## config.mk

```make
export PLATFORM = sky130hd
export DESIGN_NAME = delay_meter_flat
export DESIGN_NICKNAME = d
export VERILOG_FILES = /design/src/rtl/delay_meter_pkg.sv /design/src/rtl/delay_meter_if.sv /design/src/rtl/delay_meter_sync2.sv /design/src/rtl/delay_meter.sv /design/src/flat_wrapper.sv
export SDC_FILE = /design/constraint.sdc
export NUM_CORES = 1
export LEC_CHECK = 0
export CAP_MARGIN = 25
export CORE_UTILIZATION = 25
export DETAILED_ROUTE_END_ITERATION = 8
export MAX_ROUTING_LAYER = met4
export PLACE_DENSITY = 0.43
export REMOVE_ABC_BUFFERS = 1
export SYNTH_ARGS = -nofsm -noshare
export SYNTH_HDL_FRONTEND = slang
export SYNTH_SLANG_ARGS = --single-unit
```

## constraint.sdc

```tcl
create_clock -name clk16M -period 2.5 [get_ports clk16M]
set_input_delay 0.375 -clock clk16M [delete_from_list [all_inputs] [get_ports clk16M]]
set_output_delay 0.375 -clock clk16M [all_outputs]
set_load 0.005 [all_outputs]
```

## src/rtl/delay_meter_pkg.sv

```systemverilog
// delay_meter_pkg: shared types and constants for the delay measurement engine.
// Holds the FSM state encoding, the synchronizer depth and the averaging shift
// used when the design is built with DELAY_METER_AVG_EN.

package delay_meter_pkg;

  // Measurement sequence: wait for a quiet echo, drive the probe, wait for the
  // echo to fall again, or abort through FAULT on a stuck or missing echo.
  typedef enum logic [2:0] {
    IDLE    = 3'd0,
    ARM     = 3'd1,
    MEASURE = 3'd2,
    RELEASE = 3'd3,
    FAULT   = 3'd4
  } state_e;

  // Number of flops between the asynchronous echo pin and the FSM.
  localparam int SYNC_STAGES = 2;

  // Averaging window is 2**AVG_SHIFT good samples; the mean is acc >> AVG_SHIFT.
  localparam int AVG_SHIFT = 4;

  // Width of the auto-retrigger interval counter. It only ever needs to hold
  // values up to repeat_cycles-1, and it keeps at least one bit when auto mode
  // is disabled so the declaration stays legal.
  function automatic int interval_width(input int unsigned repeat_cycles);
    int w;
    w = 1;
    if (repeat_cycles > 1) begin
      w = $clog2(repeat_cycles);
    end
    return w;
  endfunction

endpackage

```

## src/rtl/delay_meter_if.sv

```systemverilog
// delay_meter_if: probe/echo pins plus the result handshake presented to the
// display/formatting stage. The measurement engine connects through the slave
// modport; whoever drives start and the echo pin uses the master modport.

interface delay_meter_if #(
  parameter int CNT_W = 16
);

  logic             start;
  logic             echo_in;
  logic             probe_out;
  logic [CNT_W-1:0] delay;
  logic             valid;
  logic             timeout;
  logic             busy;

  modport master (
    output start,
    output echo_in,
    input  probe_out,
    input  delay,
    input  valid,
    input  timeout,
    input  busy
  );

  modport slave (
    input  start,
    input  echo_in,
    output probe_out,
    output delay,
    output valid,
    output timeout,
    output busy
  );

endinterface

```

## src/rtl/delay_meter_sync2.sv

```systemverilog
// sync2: multi-flop synchronizer (SYNC_STAGES deep) for asynchronous pins such
// as the echo input or front-panel buttons. Synchronous active-high reset
// clears every stage so the output reads 0 right after reset.

module sync2
  import delay_meter_pkg::*;
(
  input  logic clk,
  input  logic rst,
  input  logic d_in,
  output logic q_out
);

  logic [SYNC_STAGES-1:0] sync_q;
  logic [SYNC_STAGES-1:0] sync_d;

  // Shift the raw pin value one stage deeper every clock.
  always_comb begin
    sync_d = {sync_q[SYNC_STAGES-2:0], d_in};
  end

  // Synchronizer flops with synchronous reset.
  always_ff @(posedge clk) begin
    if (rst) begin
      sync_q <= '0;
    end else begin
      sync_q <= sync_d;
    end
  end

  assign q_out = sync_q[SYNC_STAGES-1];

endmodule

```

## src/rtl/delay_meter.sv

```systemverilog
// delay_meter: counts clk16M cycles from probe rising to synchronized echo
// rising and reports the result with a one-cycle valid strobe. Measurements
// start on a start pulse in IDLE or automatically every REPEAT IDLE cycles.
// Results include the synchronizer latency (a wire loopback reads 2).
// Optional build macro DELAY_METER_AVG_EN: report the mean of 16 good samples
// instead of every sample; faults still report immediately.

module delay_meter
  import delay_meter_pkg::*;
#(
  parameter int          CNT_W   = 16,
  parameter int unsigned TIMEOUT = 32'h0000_FFFF,
  parameter int unsigned REPEAT  = 1600000
)(
  input  logic          clk16M,
  input  logic          rstbt,
  delay_meter_if.slave  bus
);

  localparam logic [CNT_W-1:0] TIMEOUT_C   = CNT_W'(TIMEOUT);
  localparam int               INT_W       = interval_width(REPEAT);
  localparam logic [INT_W-1:0] REPEAT_LAST = INT_W'(REPEAT - 1);
  localparam bit               AUTO_EN     = (REPEAT != 0);

  // Synchronized echo pin.
  logic echo_s;

  // FSM state and counters.
  state_e           state_q,   state_d;
  logic [CNT_W-1:0] cnt_q,     cnt_d;
  logic [INT_W-1:0] int_cnt_q, int_cnt_d;

  // Registered outputs.
  logic             probe_q,   probe_d;
  logic [CNT_W-1:0] delay_q,   delay_d;
  logic             valid_q,   valid_d;
  logic             timeout_q, timeout_d;
  logic             busy_q,    busy_d;

  // Decoded events.
  logic             auto_fire;
  logic             trigger;
  logic             sample_ok;

`ifdef DELAY_METER_AVG_EN
  // Running sum of good samples and how many have been collected so far.
  logic [CNT_W+AVG_SHIFT-1:0] acc_q,  acc_d;
  logic [CNT_W+AVG_SHIFT-1:0] acc_sum;
  logic [AVG_SHIFT-1:0]       samp_q, samp_d;
`endif

  sync2 u_echo_sync (
    .clk   (clk16M),
    .rst   (rstbt),
    .d_in  (bus.echo_in),
    .q_out (echo_s)
  );

  // Trigger decode: a start pulse or the interval counter expiring; both in the
  // same cycle still give a single measurement since IDLE is left only once.
  always_comb begin
    auto_fire = 1'b0;
    if (AUTO_EN && (int_cnt_q == REPEAT_LAST)) begin
      auto_fire = 1'b1;
    end
    trigger = bus.start || auto_fire;
  end

  // Next-state and result logic; every output is computed from the next state
  // so the flops present it in the same cycle the FSM is in that state.
  always_comb begin
    state_d   = state_q;
    cnt_d     = cnt_q;
    int_cnt_d = int_cnt_q;
    delay_d   = delay_q;
    valid_d   = 1'b0;
    timeout_d = timeout_q;
    sample_ok = 1'b0;
`ifdef DELAY_METER_AVG_EN
    acc_d     = acc_q;
    samp_d    = samp_q;
    acc_sum   = acc_q + {{AVG_SHIFT{1'b0}}, cnt_q};
`endif

    case (state_q)
      IDLE: begin
        if (trigger) begin
          state_d   = ARM;
          cnt_d     = '0;
          int_cnt_d = '0;
        end else if (AUTO_EN) begin
          int_cnt_d = int_cnt_q + 1'b1;
        end
      end

      ARM: begin
        if (!echo_s) begin
          state_d = MEASURE;
          cnt_d   = '0;
        end else if (cnt_q == TIMEOUT_C) begin
          state_d = FAULT;
        end else begin
          cnt_d = cnt_q + 1'b1;
        end
      end

      MEASURE: begin
        if (echo_s) begin
          state_d   = RELEASE;
          cnt_d     = '0;
          sample_ok = 1'b1;
        end else if (cnt_q == TIMEOUT_C) begin
          state_d = FAULT;
        end else begin
          cnt_d = cnt_q + 1'b1;
        end
      end

      RELEASE: begin
        if (!echo_s) begin
          state_d = IDLE;
        end else if (cnt_q == TIMEOUT_C) begin
          state_d = FAULT;
        end else begin
          cnt_d = cnt_q + 1'b1;
        end
      end

      FAULT: begin
        state_d = IDLE;
        cnt_d   = '0;
      end

      default: begin
        state_d = IDLE;
        cnt_d   = '0;
      end
    endcase

    if (state_d == FAULT) begin
      delay_d   = '1;
      timeout_d = 1'b1;
      valid_d   = 1'b1;
`ifdef DELAY_METER_AVG_EN
      acc_d     = '0;
      samp_d    = '0;
`endif
    end else if (sample_ok) begin
`ifdef DELAY_METER_AVG_EN
      if (samp_q == '1) begin
        delay_d   = acc_sum[CNT_W+AVG_SHIFT-1:AVG_SHIFT];
        timeout_d = 1'b0;
        valid_d   = 1'b1;
        acc_d     = '0;
        samp_d    = '0;
      end else begin
        acc_d  = acc_sum;
        samp_d = samp_q + 1'b1;
      end
`else
      delay_d   = cnt_q;
      timeout_d = 1'b0;
      valid_d   = 1'b1;
`endif
    end

    probe_d = (state_d == MEASURE);
    busy_d  = (state_d != IDLE);
  end

  // State, counters and registered outputs; reset aborts any measurement.
  always_ff @(posedge clk16M) begin
    if (rstbt) begin
      state_q   <= IDLE;
      cnt_q     <= '0;
      int_cnt_q <= '0;
      probe_q   <= 1'b0;
      delay_q   <= '0;
      valid_q   <= 1'b0;
      timeout_q <= 1'b0;
      busy_q    <= 1'b0;
    end else begin
      state_q   <= state_d;
      cnt_q     <= cnt_d;
      int_cnt_q <= int_cnt_d;
      probe_q   <= probe_d;
      delay_q   <= delay_d;
      valid_q   <= valid_d;
      timeout_q <= timeout_d;
      busy_q    <= busy_d;
    end
  end

`ifdef DELAY_METER_AVG_EN
  // Averaging accumulator, emptied on reset, on report and on any fault.
  always_ff @(posedge clk16M) begin
    if (rstbt) begin
      acc_q  <= '0;
      samp_q <= '0;
    end else begin
      acc_q  <= acc_d;
      samp_q <= samp_d;
    end
  end
`endif

  assign bus.probe_out = probe_q;
  assign bus.delay     = delay_q;
  assign bus.valid     = valid_q;
  assign bus.timeout   = timeout_q;
  assign bus.busy      = busy_q;

endmodule

```

## src/flat_wrapper.sv

```systemverilog
// flat-port wrapper written by rule: the top's interface ports become plain ports
module delay_meter_flat import delay_meter_pkg::*;
#(
  parameter int          CNT_W   = 16,
  parameter int unsigned TIMEOUT = 32'h0000_FFFF,
  parameter int unsigned REPEAT  = 1600000
)
  (clk16M, rstbt, bus_start, bus_echo_in, bus_probe_out, bus_delay, bus_valid, bus_timeout, bus_busy);
  delay_meter_if #(.CNT_W(CNT_W)) bus_i ();
  input  logic clk16M;
  input  logic rstbt;
  input wire logic [$bits(bus_i.start)-1:0] bus_start;
  input wire logic [$bits(bus_i.echo_in)-1:0] bus_echo_in;
  output wire logic [$bits(bus_i.probe_out)-1:0] bus_probe_out;
  output wire logic [$bits(bus_i.delay)-1:0] bus_delay;
  output wire logic [$bits(bus_i.valid)-1:0] bus_valid;
  output wire logic [$bits(bus_i.timeout)-1:0] bus_timeout;
  output wire logic [$bits(bus_i.busy)-1:0] bus_busy;
  assign bus_i.start = bus_start;
  assign bus_i.echo_in = bus_echo_in;
  assign bus_probe_out = bus_i.probe_out;
  assign bus_delay = bus_i.delay;
  assign bus_valid = bus_i.valid;
  assign bus_timeout = bus_i.timeout;
  assign bus_busy = bus_i.busy;
  delay_meter #(.CNT_W(CNT_W), .TIMEOUT(TIMEOUT), .REPEAT(REPEAT)) u_core (.clk16M(clk16M), .rstbt(rstbt), .bus(bus_i));
endmodule
```

==> results by group <==
Power
  • Leakage power: 1.241 nW
  • VDD IR max: 0.0003380 V
  • Design Power: 2.423 mW
  • P per Cell Area: 657.4 mW/mm^2

Global routing
  • First-pass GRT wire length: 12310 um
  • GR Overflow Total: 0
  • All-Layer GR Usage: 12.88%
  • Largest net degree at the start of global routing: 20
  • Initial antenna violation count: 0
  • Vias in the first global route: 2465

Clock tree
  • CTS Sinks: 62
  • Clock latency on the worst-skew pair: 0.33 ns
  • Clock-pin transition on the worst setup and hold timing paths: 0.05 ns
  • CTS resizes: 0
  • Htree depth: 3
  • Root Buffer: clkbuf_16
  • CTS max path bufs: 2
  • Post CTS Setup Buffer Count: 0
  • TritonCTS clock tree: done
  • CTS Buf Count: 9
  • Hold_buf cts: 0

Floorplanning
  • Die ar.: 0.01222 mm^2
  • Cell row count: 39
  • Initial Util: 25.70%
  • IO Pins: 24
  • Die Ht: 110.6 um
  • Core area: 0.01147 mm^2
  • Die Width: 110.6 um

Placement
  • Detailed Place HPWL: 5145 um
  • PortBufs: 23
  • Routability Congestion: 0.7870

Setup path
  • CP Class: reg -> reg
  • R2R Setup Slk: 0.24 ns
  • Worst Path Arrival: 2.51 ns
  • CP max FO: 19
  • CP Launch Type: register
  • Worst r2r path cells: 5
  • Crit path required time: 2.76 ns
  • CP endpoint kind: register

Drt
  • DR vias/cell: 4.944
  • WL final: 7216 um
  • DRT iter0 DRCs: 88
  • Routed WL per cell: 14.04 um
  • ANT nets after route: 0
  • Drt first pass iters: 4
  • Routed vias: 2541
  • # DRC: 0

Timing
  • Setup TNS: 0 ns
  • Hold Violations, Final: 0
  • Final setup vio count: 0
  • RSZ-0062 raised after global routing: false
  • Worst relative slew slack: 59.75%
  • F_max: 443.3 MHz
  • Final Skew: 0.005996 ns
  • Tcrit/Tclk final: 90.23%
  • Final count of pins violating max slew: 0
  • Slew @ Worst Pin: 0.5992 ns
  • Final min period: 2.256 ns

Logic synthesis
  • Post-synthesis cell type count: 50
  • #FFs+latches synth: 62
  • Syn_area_per_cell: 8.822 um^2
  • Post-synth EDFFs: 0
  • Seq/Total Area, Yosys: 42.12%
  • Yosys warning count: 0
  • Synth Flop Type: dfxtp_1
  • Syn Inst Count: 334
  • Asr flop ratio synth: 0%
  • Mapped cell area: 0.002947 mm^2

Run
  • MaxCap Viol Count: 0

Cells and area
  • Register area: 0.001241 mm^2
  • Multi-input logic area: 0.001618 mm^2
  • Most common cell after layout, fill and taps aside: dfxtp_1
  • Area growth from synthesis to layout: 25.10%
  • Antenna diode count: 0
  • Fillers: 1204
  • Share of layout cells above drive strength 1: 11.32%
  • Nets@finish: 374
  • Commonest non-fill, non-tap cells in the layout: dfxtp_1 (62), nor2_1 (34), a21oi_1 (27), nand3_1 (23), clkdlybuf4s50_1 (23)

Status
  • Status: complete, no violations

Hold path
  • WHS Path Cells: 1
  • Hold WC Path Type: reg -> reg
[metal layers]
metal / global-route usage, % / wire, um
met1: 15.33 / 3495
met2: 20.79 / 3416
met3: 3.568 / 211
met4: 4.622 / 92
met5: - / 0
[where the power goes]
part	internal [mW]	switching (mW)	total, mW	leakage (nW)
Sequential	1.01	0.0205	1.03	0.501
Combinational	0.0939	0.141	0.235	0.603
Clock	0.738	0.418	1.16	0.138
[per-stage QoR]
step           util [%]  setup WS [ns]  hold WS [ns]  instances  instance area (um^2)
2_1_floorplan         -         0.1112        0.4138        318                  2882
3_3_place_gp      29.74         0.2257        0.4281        500                  3411
3_5_place_dp      29.74         0.1931        0.4491        500                  3411
4_1_cts           32.14         0.2155        0.4576        514                  3686
5_1_grt           32.14         0.1088        0.4761        514                  3686
6_report          32.14         0.2443        0.4528        514                  3686
[area by class of cell]
class | instances | area share [%]
clock buffers | 13 | 7.332
clock inverters | 1 | 0.1358
inverters | 6 | 0.6110
multi-input cells | 250 | 43.89
flip-flops and latches | 62 | 33.67
well taps | 143 | 4.854
repair buffers | 39 | 9.504
[path summary, 6_finish.rpt]
| check | from | endpoint |
|---|---|---|
| worst max-delay path | u_core.int_cnt_q[9] | u_core.cnt_q[5] |
| worst min-delay path | u_core.u_echo_sync.sync_q[0] | u_core.u_echo_sync.sync_q[1] |
| worst max register to register | u_core.int_cnt_q[9] | u_core.cnt_q[5] |
| worst min register to register | u_core.u_echo_sync.sync_q[0] | u_core.u_echo_sync.sync_q[1] |
[synthesized netlist by cell type, types with 4 or more instances]
master     n  area share (%)
nand3_1   23             3.9
xnor2_1    5             1.5
nor3_1     5            0.85
or3_1      5             1.1
nand4_1   12             2.5
inv_1      6            0.76
o21ai_0    8             1.4
nor2_1    34             4.3
clkbuf_1  12             1.5
nand2b_1   6             1.3
buf_2      4            0.68
or4_1      5             1.3
a21boi_0   5             1.3
nand2_1   20             2.5
xor2_1    14             4.2
nor4_1     4            0.85
and3_1     7             1.5
dfxtp_1   62              42
a21oi_1   27             4.6
nor2b_1    5             1.1
mux2i_1   18             6.1
[flip-flops by register name (all words and copies together), names as in the netlist]
| signal | count |
|---|---|
| u_core.bus.busy | 1 |
| u_core.bus.delay | 16 |
| u_core.bus.probe_out | 1 |
| u_core.bus.timeout | 1 |
| u_core.bus.valid | 1 |
| u_core.cnt_q | 16 |
| u_core.int_cnt_q | 21 |
| u_core.state_q | 3 |
| u_core.u_echo_sync.sync_q | 2 |
[critical path, stage by stage, from the launching register on]
cell	delay [ns]
dfxtp_1	0.33
or4b_4	0.55
nor4_4	0.34
a31oi_4	0.27
or4_1	0.56
a21boi_1	0.14
[logic make-up (layout without fill, tap and decap cells)]
family	after synthesis	after routing	synth area share (%)
xor+xnor	19	19	5.648
mux	18	18	6.115
compound gates	67	67	14.95
flops	62	62	42.12
fa+ha+maj	2	2	0.8491
buf+inv	22	59	2.972
simple gates	144	144	27.35
(Power assumes the default switching activity.)
